File: config.mk
export PLATFORM = sky130hd
export DESIGN_NAME = adat_tdm_serializer
export DESIGN_NICKNAME = d
export VERILOG_FILES = /design/src/rtl/adat_tdm_serializer.sv
export SDC_FILE = /design/constraint.sdc
export NUM_CORES = 1
export LEC_CHECK = 0
export CORE_MARGIN = 2
export CORE_UTILIZATION = 37
export DETAILED_ROUTE_END_ITERATION = 10
export GPL_TIMING_DRIVEN = 0
export HOLD_SLACK_MARGIN = 0.15
export SYNTH_ARGS = -nofsm -noshare
export SYNTH_HDL_FRONTEND = slang
export SYNTH_SLANG_ARGS = --single-unit
File: constraint.sdc
create_clock -name clk_i -period 2.29 [get_ports clk_i]
set_clock_uncertainty 0.1 [all_clocks]
set_input_delay 0.3435 -clock clk_i [delete_from_list [all_inputs] [get_ports clk_i]]
set_output_delay 0.3435 -clock clk_i [all_outputs]
set_load 0.02 [all_outputs]
File: src/rtl/adat_tdm_serializer.sv
// adat_tdm_serializer
// Turns parallel 24-bit samples from the USB-side FIFO into the 256-bit TDM8
// frame stream (8 slots x 32 bits, sample MSB-first then zero pad) consumed by
// the ADAT TX channel. One clock equals one serial bit. Underruns and channel
// misalignment mute the output until a first-tagged sample lines up with slot 0.
module adat_tdm_serializer #(
    parameter int SLOTS       = 8,
    parameter int SLOT_BITS   = 32,
    parameter int SAMPLE_BITS = 24
) (
    input  logic                   clk_i,
    input  logic                   rst_ni,
    input  logic                   enable_i,
    input  logic [SAMPLE_BITS-1:0] sample_i,
    input  logic                   sample_first_i,
    input  logic                   sample_valid_i,
    output logic                   sample_ready_o,
    output logic                   i2s_running_o,
    output logic                   i2s_data_o,
    output logic                   underrun_o,
    output logic                   misalign_o
);

    localparam int SLOT_W   = $clog2(SLOTS);
    localparam int BIT_W    = $clog2(SLOT_BITS);
    localparam int CNT_W    = SLOT_W + BIT_W;
    localparam int PAD_BITS = SLOT_BITS - SAMPLE_BITS;

    typedef enum logic [1:0] {
        IDLE  = 2'd0,
        PRIME = 2'd1,
        RUN   = 2'd2
    } state_e;

    state_e                 state_q, state_d;
    logic                   holdFull_q, holdFull_d;
    logic                   holdFirst_q, holdFirst_d;
    logic [SAMPLE_BITS-1:0] holdSample_q, holdSample_d;
    logic [SLOT_BITS-1:0]   shift_q, shift_d;
    logic [CNT_W-1:0]       bitCnt_q, bitCnt_d;
    logic                   mute_q, mute_d;
    logic                   running_q, running_d;

    logic                   sampleReady;
    logic                   sampleAccept;
    logic                   slotLoad;
    logic                   frameEnd;
    logic [SLOT_W-1:0]      slotIdx;
    logic                   holdClear;
    logic                   underrunPulse;
    logic                   misalignPulse;
    logic [SLOT_BITS-1:0]   holdWord;

    // Ready depends only on registered state, so there is no valid->ready path.
    assign sampleReady  = (state_q != IDLE) && !holdFull_q;
    assign sampleAccept = sample_valid_i && sampleReady;

    // Last bit of a slot is on the line: the next slot is loaded on this edge.
    assign slotLoad = (bitCnt_q[BIT_W-1:0] == {BIT_W{1'b1}});
    assign frameEnd = (bitCnt_q == {CNT_W{1'b1}});
    assign slotIdx  = bitCnt_q[CNT_W-1:BIT_W] + SLOT_W'(1);
    assign holdWord = {holdSample_q, {PAD_BITS{1'b0}}};

    // Next-state logic: sequencing, slot loading rules, mute handling and the hold register.
    always_comb begin
        state_d       = state_q;
        holdFull_d    = holdFull_q;
        holdFirst_d   = holdFirst_q;
        holdSample_d  = holdSample_q;
        shift_d       = shift_q;
        bitCnt_d      = bitCnt_q;
        mute_d        = mute_q;
        running_d     = running_q;
        holdClear     = 1'b0;
        underrunPulse = 1'b0;
        misalignPulse = 1'b0;

        case (state_q)
            IDLE: begin
                if (enable_i) begin
                    state_d = PRIME;
                end
            end

            PRIME: begin
                if (!enable_i) begin
                    state_d = IDLE;
                end else if (holdFull_q) begin
                    holdClear = 1'b1;
                    if (holdFirst_q) begin
                        state_d   = RUN;
                        shift_d   = holdWord;
                        bitCnt_d  = '0;
                        running_d = 1'b1;
                        mute_d    = 1'b0;
                    end
                end
            end

            RUN: begin
                bitCnt_d = bitCnt_q + CNT_W'(1);
                shift_d  = {shift_q[SLOT_BITS-2:0], 1'b0};
                if (frameEnd && !enable_i) begin
                    state_d   = IDLE;
                    running_d = 1'b0;
                    shift_d   = '0;
                end else if (slotLoad) begin
                    shift_d = '0;
                    if (mute_q) begin
                        if (holdFull_q && holdFirst_q && (slotIdx == '0)) begin
                            shift_d   = holdWord;
                            holdClear = 1'b1;
                            mute_d    = 1'b0;
                        end else if (holdFull_q && !holdFirst_q) begin
                            holdClear = 1'b1;
                        end
                    end else if (!holdFull_q) begin
                        underrunPulse = 1'b1;
                        mute_d        = 1'b1;
                    end else if ((slotIdx == '0) != holdFirst_q) begin
                        misalignPulse = 1'b1;
                        mute_d        = 1'b1;
                        if (!holdFirst_q) begin
                            holdClear = 1'b1;
                        end
                    end else begin
                        shift_d   = holdWord;
                        holdClear = 1'b1;
                    end
                end else if (mute_q && holdFull_q && !holdFirst_q) begin
                    holdClear = 1'b1;
                end
            end

            default: begin
                state_d = IDLE;
            end
        endcase

        if (holdClear) begin
            holdFull_d = 1'b0;
        end
        if (sampleAccept) begin
            holdFull_d   = 1'b1;
            holdFirst_d  = sample_first_i;
            holdSample_d = sample_i;
        end
    end

    // State and datapath registers with asynchronous active-low reset.
    always_ff @(posedge clk_i or negedge rst_ni) begin
        if (!rst_ni) begin
            state_q      <= IDLE;
            holdFull_q   <= 1'b0;
            holdFirst_q  <= 1'b0;
            holdSample_q <= '0;
            shift_q      <= '0;
            bitCnt_q     <= '0;
            mute_q       <= 1'b0;
            running_q    <= 1'b0;
        end else begin
            state_q      <= state_d;
            holdFull_q   <= holdFull_d;
            holdFirst_q  <= holdFirst_d;
            holdSample_q <= holdSample_d;
            shift_q      <= shift_d;
            bitCnt_q     <= bitCnt_d;
            mute_q       <= mute_d;
            running_q    <= running_d;
        end
    end

    assign sample_ready_o = sampleReady;
    assign i2s_running_o  = running_q;
    assign i2s_data_o     = shift_q[SLOT_BITS-1];
    assign underrun_o     = underrunPulse;
    assign misalign_o     = misalignPulse;

endmodule
==> results <==
- The signal on the critical path passes through ha_4, nand4_1, or4b_1, buf_6, nand2_4, nor4_2, buf_4.
- The vertical extent of the die is 95.5 um.
- The pre-CTS setup slack is -609 ps.
- The floorplan has 33 rows.
- Cells fill 47.6% of the core in the end.
- The shortest clock period the worst path allows after layout is 2350 ps.
- The CTS tree is built.
- The worst setup path is launched from a register.
- For this run, the number of Yosys warnings is 0.
- The predominant post-synthesis flop cell is sky130_fd_sc_hd__dfrtp_1.
- The count of input and output buffers is 33.
- Counting distinct cell types in the post-synthesis netlist gives 36.
- The most repeated cell in the gate-level netlist after synthesis is sky130_fd_sc_hd__dfrtp_1.
- The pre-antenna-repair detailed-routing pass consisted of 4 iterations.
- In this run the power spent charging and discharging nets is 1.48 mW.
- In this run the biggest area consumer among cell types represents 50.1% of the synthesized area.
- The number of cells on the worst reg-to-reg path is 7.
- For this run, asynchronously set or reset flops after synthesis account for 100%.
- The stage delay of the slowest cell on the critical path is 500 ps.
- By area the synthesized netlist is led by sky130_fd_sc_hd__dfrtp_1 (50%), sky130_fd_sc_hd__mux2_2 (9.1%), sky130_fd_sc_hd__a21oi_1 (8.1%), sky130_fd_sc_hd__nor3b_1 (5.6%), sky130_fd_sc_hd__o21ai_0 (4.7%).
- Power spread over the standard cell area amounts to 1100 nW/um2.
- The count of flip-flops with a built-in enable after synthesis is 0.
- The total overflow left after global routing is 0.
- In this run the worst setup path begins at bitCnt_q[0].
- After synthesis the netlist holds a flip-flop and latch count of 62.
- In this run the worst path has a maximum fanout of 4.
- Across all setup checks in the final design, the least slack found is -61.3 ps.
- The per-instance average area after synthesis is 10.1 um2.
- The via count is 2,434.
- Setup repair after global routing could not meet its margin everywhere.
- The tool flagged a number of max-cap violations equal to 0.
- The area growth from synthesis to layout is 25.8%.
- The worst setup path is captured at an output port.
- The H-tree was split into 3 levels.
- The number of antenna violations at the first check in global routing is 0.
- The design draws 4.30 mW.
- STA puts the critical path data required time at 1850 ps.
- The cell family contributing the most delay on the critical path is simple AND/OR/NAND/NOR gates.
- The static leakage power is 1.62 nW.
- The number of design rule violations left after detail routing is 0.
- The reg-to-reg startpoint is bitCnt_q[0].
- After routing, the total negative slack on setup checks comes to -122 ps.
- Clock latency on the worst-skew pair, taken at its later pin, is 340 ps.
- The area of the core is 8180 um2.
- The worst slew margin relative to its limit is 47.6%.
- Global routing consumed, over all layers together, 16.8% of the routing resources.
- The number of standard cells after synthesis is 306.
- Measured along the x axis, the die boundary spans 95.5 um.
- The summed instance area of the synthesized netlist is 3100 um2.
- The internal power component is 2.82 mW.
- The number of nets handed over by synthesis was 342.
- The share of total power dissipated in combinational logic is 35.8%.
- Entering global routing, the biggest net connects 63 pins.
- The proportion of power drawn by flip-flops and latches is 43.6%.
- The floorplan step defined a die boundary enclosing 9120 um2.
- The HPWL after detailed placement is 4550 um.
- The worst ir drop on vdd is 0.583 mV.
- Following the worst setup path forward leads to its endpoint at misalign_o.
- At the pin with the least slew margin, the transition time is 786 ps.
- After detailed routing, the total wire length is 7040 um.
- The DRC violation total after the first TritonRoute iteration is 85.
- The maximum buffer depth of the clock tree is 2.
- Clock tree synthesis found a total of 62 sinks.
- On the critical path, the stage with the largest delay is an instance of sky130_fd_sc_hd__or4b_1.
- The portion of the post-synthesis area used by sequential elements is 50.1%.
- The number of nets in the layout is 394.
- The final reports fail on negative setup slack.
- Ranked by instance count, the synthesized netlist is headed by sky130_fd_sc_hd__dfrtp_1 (62), sky130_fd_sc_hd__a21oi_1 (50), sky130_fd_sc_hd__o21ai_0 (29).
- The share of the clock period used by the worst path after layout is 103%.
- The final count of hold timing violations is 0.
- The share of layout cells above drive strength 1 is 21.2%.
- Setup slack on the worst reg-to-reg path comes out at 10 ps.
- The average via count per standard cell is 5.20.
- The data arrival time of the worst path is 1910 ps.
- After detailed routing, the average wire length per cell comes to 15.0 um.
- The first global-routing pass estimated 11,600 um of wire.
- The number of top-level pins is 34.
- The flow ran to the end, but the final reports show violations.
- The CTS buffer count is 9.
- The clock network is responsible for 20.6% of the overall power.
- The via count of the first global-routing pass is 2,350.
- Of the total power, the share spent switching nets is 34.4%.
- The final number of max-transition violations was 0.
- Counting the fill cells in the layout gives 777.
- The worst setup path category is register to output port.
- The reg-to-reg critical path endpoint is state_q[0].
- The clock root buffer is sky130_fd_sc_hd__clkbuf_8.
- The final setup violation count is 2.
- The CTS clock-pin slew for the worst setup and hold paths is 70 ps.
- The starting density of the core is 37.9%.
- The antenna diode count is 0.
- Counting buffers and inverters, the worst setup path is 7 cells deep.
- The number of buffers and inverters on the critical path is 2.
- The path class of the lowest-slack min-delay path is register to register.
- sky130_fd_sc_hd__dfrtp_1 takes more of the synthesized area than any other cell.
- The count of nets left with antenna violations once routing finished came out at 0.
- The final RePlAce weighted congestion is 0.763.
- Derived from the worst setup path, the maximum achievable clock frequency is 425 MHz.
## worst min-delay path by stage
stage,startpoint,to,slack (ps),cells after the start
after floorplan,rst_ni,bitCnt_q[0],-50,0
after global placement,shift_q[27],shift_q[27],370,2
after detailed placement,shift_q[23],shift_q[23],380,2
after CTS,shift_q[28],shift_q[28],390,2
after global routing,shift_q[10],shift_q[10],410,2
final,shift_q[28],shift_q[28],390,2
## registers in the layout, indices dropped and copies added, names as in the netlist
name           count
holdFull_q         1
mute_q             1
bitCnt_q           8
shift_q           24
holdFirst_q        1
i2s_running_o      1
state_q            2
holdSample_q      24
## placed cells by master, fill, tap and decap left out, drive strengths merged, types with 3 or more instances in the layout
| master | count |
|---|---|
| nand3 | 5 |
| ha | 7 |
| inv | 10 |
| o21ai | 29 |
| a21oi | 50 |
| mux2 | 26 |
| nor2 | 7 |
| clkbuf | 24 |
| buf | 19 |
| nor3b | 23 |
| dfrtp | 62 |
| xnor2 | 3 |
| nand2 | 12 |
| nor2b | 23 |
| nand4 | 4 |
| clkinv | 3 |
| clkdlybuf4s50 | 30 |
## power by group through the flow
stage                     Clock (mW)  Combinational [mW]  Sequential (mW)
after global routing           0.963                1.72             1.94
final                          0.884                1.54             1.88
after global placement             0                1.41             1.88
after CTS                      0.912                1.50             1.87
after floorplan                    0                1.09             1.81
after detailed placement           0                1.45             1.89
## per-stage QoR
stage,hold WS [ps],cells,instance area [um2]
3_5_place_dp,377,444,3560
3_3_place_gp,369,444,3560
5_1_grt,411,468,3890
4_1_cts,394,465,3830
6_report,389,468,3890
2_1_floorplan,-52.1,306,3100
## cell families (layout without fill, tap and decap cells)
logic type,Yosys count,count (layout),share of synthesized area [%]
AOI/OAI and AO/OA,91,91,16.0
muxes,27,27,9.90
buffers and inverters,32,89,4.04
adders and majority gates,7,7,2.83
DFF,62,62,50.1
and+or+nand+nor,84,84,16.3
xor gates and xnor gates,3,3,0.849
## tightest hold or removal path, stage by stage (launching register included)
cell                      delay, ps
sky130_fd_sc_hd__dfrtp_1        340
sky130_fd_sc_hd__a21oi_1         50
sky130_fd_sc_hd__o21ai_0         60
## routing by layer
metal | global-route usage (%) | up-vias | routed length (um)
met1 | 22.7 | 1195 | 3260
met2 | 25.8 | 45 | 3370
met3 | 4.66 | 8 | 331
li1 | - | 1186 | -
met4 | 6.07 | 0 | 83
met5 | 0 | - | 0
## area by class of cell
class	instances	area, um2	area share [%]
flip-flops and latches	62	1550	39.8
multi-input cells	212	1470	37.7
repair buffers	42	393	10.1
clock buffers	11	151	3.89
well taps	105	131	3.37
plain buffers	21	128	3.28
inverters	10	37.5	0.964
clock inverters	5	33.8	0.867
## what timing repair did
| action | in CTS | in global routing |
|---|---|---|
| pin swaps | 2 | 3 |
| setup endpoints to repair | 41 | 45 |
| resized for setup | 29 | 22 |
| hold buffers | 1 | 0 |
| hold endpoints to repair | 62 | 0 |
| setup buffers | 5 | 3 |
Power figures use the tool's default switching activity.
